<file path="config.mk">
export PLATFORM = sky130hd
export DESIGN_NAME = ps2_mouse_rx
export DESIGN_NICKNAME = d
export VERILOG_FILES = /design/src/rtl/ps2_mouse_rx_pkg.sv /design/src/rtl/ps2_mouse_rx_frame.sv /design/src/rtl/ps2_mouse_rx.sv
export SDC_FILE = /design/constraint.sdc
export NUM_CORES = 1
export LEC_CHECK = 0
export ABC_AREA = 1
export CORE_ASPECT_RATIO = 2
export CORE_MARGIN = 2
export CORE_UTILIZATION = 40
export CTS_CLUSTER_DIAMETER = 60
export CTS_CLUSTER_SIZE = 40
export DETAILED_ROUTE_END_ITERATION = 7
export PLACE_DENSITY = 0.58
export SETUP_SLACK_MARGIN = 0.15
export SLEW_MARGIN = 25
export SYNTH_ARGS = -nofsm -noshare
export SYNTH_HDL_FRONTEND = slang
export SYNTH_HIERARCHICAL = 1
export SYNTH_SLANG_ARGS = --single-unit
</file>
<file path="constraint.sdc">
create_clock -name clk -period 6.45 [get_ports clk]
set_clock_uncertainty 0.2 [all_clocks]
set_input_delay 0.645 -clock clk [delete_from_list [all_inputs] [get_ports clk]]
set_output_delay 0.645 -clock clk [all_outputs]
set_load 0.01 [all_outputs]
</file>
<file path="src/rtl/ps2_mouse_rx_pkg.sv">
// Shared types and constants for the PS/2 mouse receiver.
package ps2_mouse_rx_pkg;

   localparam int unsigned PS2_DATA_BITS = 8;
   localparam int unsigned PS2_SYNC_BIT  = 3;

   typedef enum logic [1:0] {
      FRM_IDLE,
      FRM_DATA,
      FRM_PARITY,
      FRM_STOP
   } frame_state_e;

   typedef struct packed {
      logic [2:0] buttons;
      logic [8:0] dx;
      logic [8:0] dy;
      logic [1:0] ovf;
   } ps2_pkt_t;

endpackage

</file>
<file path="src/rtl/ps2_mouse_rx_frame.sv">
// PS/2 device-to-host frame deserialiser: line synchronisers, falling-edge detect,
// start/data/parity/stop FSM and inter-edge timeout. Strobes are combinational.
module ps2_mouse_rx_frame
   import ps2_mouse_rx_pkg::*;
#(
   parameter int unsigned TIMEOUT_CYC = 100_000
) (
   input  logic       clk,
   input  logic       rstn,
   input  logic       ps2_clk_i,
   input  logic       ps2_data_i,
   output logic [7:0] byte_data_o,
   output logic       byte_valid_o,
   output logic       frame_err_o
);

   localparam int unsigned      CNT_W    = (TIMEOUT_CYC > 1) ? $clog2(TIMEOUT_CYC) : 1;
   localparam logic [CNT_W-1:0] CNT_LAST = CNT_W'(TIMEOUT_CYC - 1);
   localparam logic [2:0]       LAST_BIT = 3'(PS2_DATA_BITS - 1);

   logic [2:0]       clk_sync_q;
   logic [1:0]       data_sync_q;
   frame_state_e     state_q, state_d;
   logic [2:0]       bit_cnt_q, bit_cnt_d;
   logic [7:0]       shift_q, shift_d;
   logic             par_q, par_d;
   logic [CNT_W-1:0] cnt_q, cnt_d;
   logic             fall;
   logic             data_bit;

   // [0],[1] form the synchroniser; [2] holds the previous synchronised level
   always_ff @(posedge clk or negedge rstn) begin
      if (!rstn) begin
         clk_sync_q  <= '1;
         data_sync_q <= '1;
      end else begin
         clk_sync_q  <= {clk_sync_q[1:0], ps2_clk_i};
         data_sync_q <= {data_sync_q[0], ps2_data_i};
      end
   end

   assign fall     = clk_sync_q[2] & ~clk_sync_q[1];
   assign data_bit = data_sync_q[1];

   always_ff @(posedge clk or negedge rstn) begin
      if (!rstn) begin
         state_q   <= FRM_IDLE;
         bit_cnt_q <= '0;
         cnt_q     <= '0;
      end else begin
         state_q   <= state_d;
         bit_cnt_q <= bit_cnt_d;
         cnt_q     <= cnt_d;
      end
   end

   always_ff @(posedge clk) begin
      shift_q <= shift_d;
      par_q   <= par_d;
   end

   always_comb begin
      state_d      = state_q;
      bit_cnt_d    = bit_cnt_q;
      shift_d      = shift_q;
      par_d        = par_q;
      cnt_d        = cnt_q;
      byte_valid_o = 1'b0;
      frame_err_o  = 1'b0;
      if (fall) begin
         // an edge always beats a coincident timeout
         cnt_d = '0;
         case (state_q)
            FRM_IDLE: begin
               if (!data_bit) begin
                  state_d   = FRM_DATA;
                  bit_cnt_d = '0;
               end
            end
            FRM_DATA: begin
               shift_d   = {data_bit, shift_q[7:1]};
               bit_cnt_d = bit_cnt_q + 3'd1;
               if (bit_cnt_q == LAST_BIT) state_d = FRM_PARITY;
            end
            FRM_PARITY: begin
               par_d   = data_bit;
               state_d = FRM_STOP;
            end
            FRM_STOP: begin
               state_d = FRM_IDLE;
               if (data_bit && (^{shift_q, par_q})) byte_valid_o = 1'b1;
               else                                 frame_err_o  = 1'b1;
            end
            default: state_d = FRM_IDLE;
         endcase
      end else if (state_q != FRM_IDLE) begin
         if (cnt_q == CNT_LAST) begin
            state_d     = FRM_IDLE;
            cnt_d       = '0;
            frame_err_o = 1'b1;
         end else begin
            cnt_d = cnt_q + CNT_W'(1);
         end
      end else begin
         cnt_d = '0;
      end
   end

   assign byte_data_o = shift_q;

endmodule

</file>
<file path="src/rtl/ps2_mouse_rx.sv">
// PS/2 mouse receiver top: assembles 3-byte movement packets from received bytes and
// keeps a saturating 8-bit X position.
module ps2_mouse_rx
   import ps2_mouse_rx_pkg::*;
#(
   parameter int unsigned CLK_HZ     = 50_000_000,
   parameter int unsigned TIMEOUT_US = 2000,
   parameter logic [7:0]  POS_INIT   = 8'd0
) (
   input  logic              clk,
   input  logic              rstn,
   input  logic              ps2_clk,
   input  logic              ps2_data,
   output logic              pkt_valid,
   output logic [2:0]        buttons,
   output logic signed [8:0] dx,
   output logic signed [8:0] dy,
   output logic [1:0]        ovf,
   output logic [7:0]        pos_x,
   output logic              frame_err
);

   localparam int unsigned TIMEOUT_CYC = CLK_HZ / 1_000_000 * TIMEOUT_US;

   logic [7:0] rx_byte;
   logic       rx_valid;
   logic       rx_err;
   logic [1:0] idx_q, idx_d;
   logic [6:0] hdr_q, hdr_d;
   logic [7:0] xb_q, xb_d;
   ps2_pkt_t   pkt_q, pkt_d, new_pkt;
   logic [7:0] pos_q, pos_d;
   logic       pkt_valid_q, pkt_valid_d;
   logic       err_q, err_d;

   function automatic logic [7:0] sat_add(input logic [7:0] pos, input logic [8:0] delta);
      logic signed [9:0] sum;
      sum = $signed({2'b00, pos}) + $signed({delta[8], delta});
      if (sum < 10'sd0)        sat_add = 8'd0;
      else if (sum > 10'sd255) sat_add = 8'd255;
      else                     sat_add = sum[7:0];
   endfunction

   ps2_mouse_rx_frame #(
      .TIMEOUT_CYC (TIMEOUT_CYC)
   ) u_frame (
      .clk          (clk),
      .rstn         (rstn),
      .ps2_clk_i    (ps2_clk),
      .ps2_data_i   (ps2_data),
      .byte_data_o  (rx_byte),
      .byte_valid_o (rx_valid),
      .frame_err_o  (rx_err)
   );

   always_ff @(posedge clk or negedge rstn) begin
      if (!rstn) begin
         idx_q       <= '0;
         pkt_q       <= '0;
         pos_q       <= POS_INIT;
         pkt_valid_q <= 1'b0;
         err_q       <= 1'b0;
      end else begin
         idx_q       <= idx_d;
         pkt_q       <= pkt_d;
         pos_q       <= pos_d;
         pkt_valid_q <= pkt_valid_d;
         err_q       <= err_d;
      end
   end

   // header keeps only the bits that are reported (bit 3 is the sync marker)
   always_ff @(posedge clk) begin
      hdr_q <= hdr_d;
      xb_q  <= xb_d;
   end

   always_comb begin
      idx_d            = idx_q;
      hdr_d            = hdr_q;
      xb_d             = xb_q;
      pkt_d            = pkt_q;
      pos_d            = pos_q;
      pkt_valid_d      = 1'b0;
      err_d            = rx_err;
      new_pkt.buttons  = hdr_q[2:0];
      new_pkt.dx       = {hdr_q[3], xb_q};
      new_pkt.dy       = {hdr_q[4], rx_byte};
      new_pkt.ovf      = hdr_q[6:5];
      if (rx_err) begin
         idx_d = '0;
      end else if (rx_valid) begin
         case (idx_q)
            2'd0: begin
               if (rx_byte[PS2_SYNC_BIT]) begin
                  hdr_d = {rx_byte[7:4], rx_byte[2:0]};
                  idx_d = 2'd1;
               end
            end
            2'd1: begin
               xb_d  = rx_byte;
               idx_d = 2'd2;
            end
            2'd2: begin
               pkt_d       = new_pkt;
               pkt_valid_d = 1'b1;
               idx_d       = 2'd0;
               if (!new_pkt.ovf[0]) pos_d = sat_add(pos_q, new_pkt.dx);
            end
            default: idx_d = 2'd0;
         endcase
      end
   end

   assign pkt_valid = pkt_valid_q;
   assign buttons   = pkt_q.buttons;
   assign dx        = pkt_q.dx;
   assign dy        = pkt_q.dy;
   assign ovf       = pkt_q.ovf;
   assign pos_x     = pos_q;
   assign frame_err = err_q;

endmodule

</file>
==> results.py <==
metrics = {
    "yosys": {
        "synth_top_area_share_pct": 33.94,
        "synthCells": 474,
        "synth_warnings": 6,
        "syn_area_mm2": 0.004203,
        "ys.flop_type": "dfrtp_1",
        "syn_avg_cell_area_um2": 8.867,
        "yosysTopAreaCell": "dfrtp_1",
        "synth_area_leaders": "dfrtp_1, edfxtp_1, nand2_1, inv_1, ha_1",
        "ys_ff_latch": 86,
        "syn_nets": 494,
        "synth_edf_count": 24,
        "synth.yosys.seq_area_share_pct": 54.21,
        "synth_cell_types": 43,
        "async_flop_share_pct": 72.09,
    },
    "worst_setup_path": {
        "end_kind": "flip-flop",
        "critical_path_arrival_ns": 2.69,
        "r2r-end": "ovf[0]",
        "cp_max_fo": 26,
        "rr_startpoint": "u_frame/state_q[0]",
        "crit_type": "flip-flop to flip-flop",
        "cp.required_ns": 6.47,
        "regToRegSetupSlack_ns": 3.79,
        "start_kind": "flip-flop",
        "worst_r2r_path_depth": 11,
    },
    "timing": {
        "period_share_pct": 41.30,
        "fin_tns_setup_ns": 0,
        "hold_violations": 0,
        "slew_headroom_pct": 46.72,
        "rsz0062_at_grt": "no",
        "finalWorstPathRequiredPeriod_ns": 2.664,
        "clock.fmax_mhz": 375.4,
        "tightest_slew_ns": 0.7993,
        "setup_viol_count_final": 0,
        "setup_slack_ns": 3.786,
        "slew_viol_final": 0,
    },
    "place": {
        "place_area_mm2": 0.004726,
        "place.gp.congestion": 0.8363,
        "dp_hpwl_um": 5918,
        "numPortBuffers": 36,
        "post-place-ws_ns": 3.754,
    },
    "worst_hold_path": {
        "worstHoldPathType": "flip-flop to flip-flop",
        "holdPathStages": 0,
        "worstHoldStart": "u_frame/data_sync_q[0]",
        "min_to": "u_frame/data_sync_q[1]",
    },
    "cts": {
        "post-cts-setup-buffers": 0,
        "cts_tree": "done",
        "ctsHoldBuffers": 0,
        "clk_pin_slew_ns": 0.06,
        "root_buffer": "clkbuf_16",
        "clk_latency_ns": 0.33,
        "cts_buffers": 9,
        "postCtsResizedCells": 0,
        "cts_max_path_buffers": 2,
        "htreeDepth": 3,
        "clock_sinks": 86,
    },
    "pwr": {
        "powerDensity_mw_per_mm2": 251.4,
        "power.leakage_nw": 2.453,
        "peakVddDrop_mv": 0.1982,
    },
    "floorplan": {
        "coreArea_mm2": 0.01034,
        "fp.dieW_um": 76.48,
        "dieArea_mm2": 0.01139,
        "start_util_pct": 40.63,
        "die_height_um": 149.0,
        "ios": 37,
        "rows": 53,
    },
    "cells_and_area": {
        "fin_util_pct": 48.57,
        "antenna_cells": 0,
        "drive_above_1_share_pct": 12.40,
        "area_delta_synth_final_pct": 19.56,
        "nets": 539,
        "final_cell_area_mm2": 0.005025,
    },
    "drt": {
        "drtAntennaViolNets": 0,
        "wl_per_cell_um": 12.34,
        "vias": 3104,
        "drtPass1Iterations": 4,
        "vias_per_cell": 4.696,
        "drc": 0,
        "drt-initial-drc-count": 190,
        "drt-total-wl_um": 8157,
    },
    "flow_run": {
        "drv_cap": 0,
    },
    "grt": {
        "antenna_found_initial": 0,
        "grt_pass1_wl_um": 14030,
        "grtUsageTotal_pct": 15.59,
        "grt_overflow": 0,
        "grt_max_degree": 63,
        "grt_pass1_vias": 3030,
    },
    "status": {
        "status": "completed",
    },
}
-- cells in the final DEF, fill, tap and decap left out, types with 2 or more instances in the layout --
cell / instances
inv_2: 7
nand3b_1: 2
ha_1: 15
nor2_1: 35
o21ai_0: 9
dfrtp_1: 57
xor2_1: 4
a21oi_1: 7
o21ai_1: 2
inv_6: 2
inv_1: 52
clkinv_4: 4
nand4_2: 2
nor3_1: 3
nor2_2: 5
nand2_4: 3
nand2_2: 8
buf_4: 2
nand3_2: 3
nand4_1: 2
nand3_1: 27
clkdlybuf4s50_1: 35
edfxtp_1: 24
nand2_1: 173
nor2_4: 5
clkbuf_16: 9
dfstp_2: 5
xnor2_1: 2
-- state kept, by name, summed over array words and instances, names as in the netlist --
name and count:
pos_x 8, hdr_q 7, frame_err 1, u_frame/clk_sync_q 3, u_frame/bit_cnt_q 3, pkt_valid 1, dy 9, xb_q 8
u_frame/par_q 1, idx_q 2, dx 9, u_frame/data_sync_q 2, u_frame/state_q 2, ovf 2, u_frame/byte_data_o 8, buttons 3
u_frame/cnt_q 17
-- logic make-up after synthesis --
group                    synth area share (%)
AND/OR/NAND/NOR                         29.98
flip-flops                              54.21
buffers and inverters                   6.133
AO/OA/AOI/OAI                           3.483
adder cells (fa/ha/maj)                 4.942
XOR/XNOR                                1.250
-- routing by layer --
layer | track usage, % | up-vias | routed length, µm
li1 | - | 1582 | -
met1 | 19.41 | 1472 | 3683
met3 | 3.087 | 10 | 243
met4 | 6.364 | 0 | 173
met5 | 0 | - | 0
met2 | 26.50 | 40 | 4056
-- how the worst max path moves through the flow --
stage | startpoint | end | slack, ns | cells after the start
3_3_place_gp | u_frame/state_q[0] | ovf[0] | 3.82 | 11
4_1_cts | u_frame/state_q[0] | ovf[0] | 3.75 | 11
3_5_place_dp | u_frame/state_q[0] | ovf[0] | 3.75 | 11
6_report | u_frame/state_q[0] | ovf[0] | 3.79 | 11
5_1_grt | u_frame/byte_data_o[1] | dx[5] | 3.52 | 16
2_1_floorplan | u_frame/state_q[0] | hdr_q[0] | 4.10 | 9
-- worst max-delay path, cell delays in order, from the launching register on --
cell	delay [ns]
dfrtp_1	0.39
inv_1	0.08
ha_1	0.24
nor2_1	0.34
nand3_1	0.14
nand2_1	0.14
inv_2	0.06
nand4_2	0.08
buf_4	0.28
inv_1	0.36
nor2_1	0.18
nor2_1	0.05
-- where the power goes --
group          leakage (nW)  internal [W]  switching [W]
clock network         0.147      0.000303       0.000211
registers              1.06      0.000588      0.0000210
logic                  1.24     0.0000466      0.0000941
total                  2.45      0.000937       0.000326
-- cells in the mapped netlist (2+ instances only) --
cell type	count
nand2_1	173
dfrtp_1	57
inv_1	52
nor2_1	35
nand3_1	27
edfxtp_1	24
ha_1	15
o21ai_0	9
nand2_2	8
a21oi_1	7
inv_2	7
dfstp_2	5
nor2_2	5
nor2_4	5
xor2_1	4
buf_2	3
nand2_4	3
nand3_2	3
nor3_1	3
nand3b_1	2
nand4_1	2
nand4_2	2
o21ai_1	2
xnor2_1	2
-- area by class of cell --
cell class | count | area (µm²)
fill | 1041 | 5320
clock buffer | 10 | 229.0
inverter | 61 | 239.0
tap | 137 | 171.4
sequential | 86 | 2278
timing repair buffer | 38 | 370.4
clock inverter | 6 | 70.07
multi-input combinational | 323 | 1667
-- through the flow --
step	total power, W	std cells	hold slack, ns
floorplan	0.0007203	474	0.1452
global placement	0.0007585	645	0.1468
detailed placement	0.0007625	645	0.1482
CTS	0.001281	661	0.1566
global route	0.001322	661	0.1569
finish	0.001263	661	0.1545
Note: power is estimated with default switching activity, not from simulation.
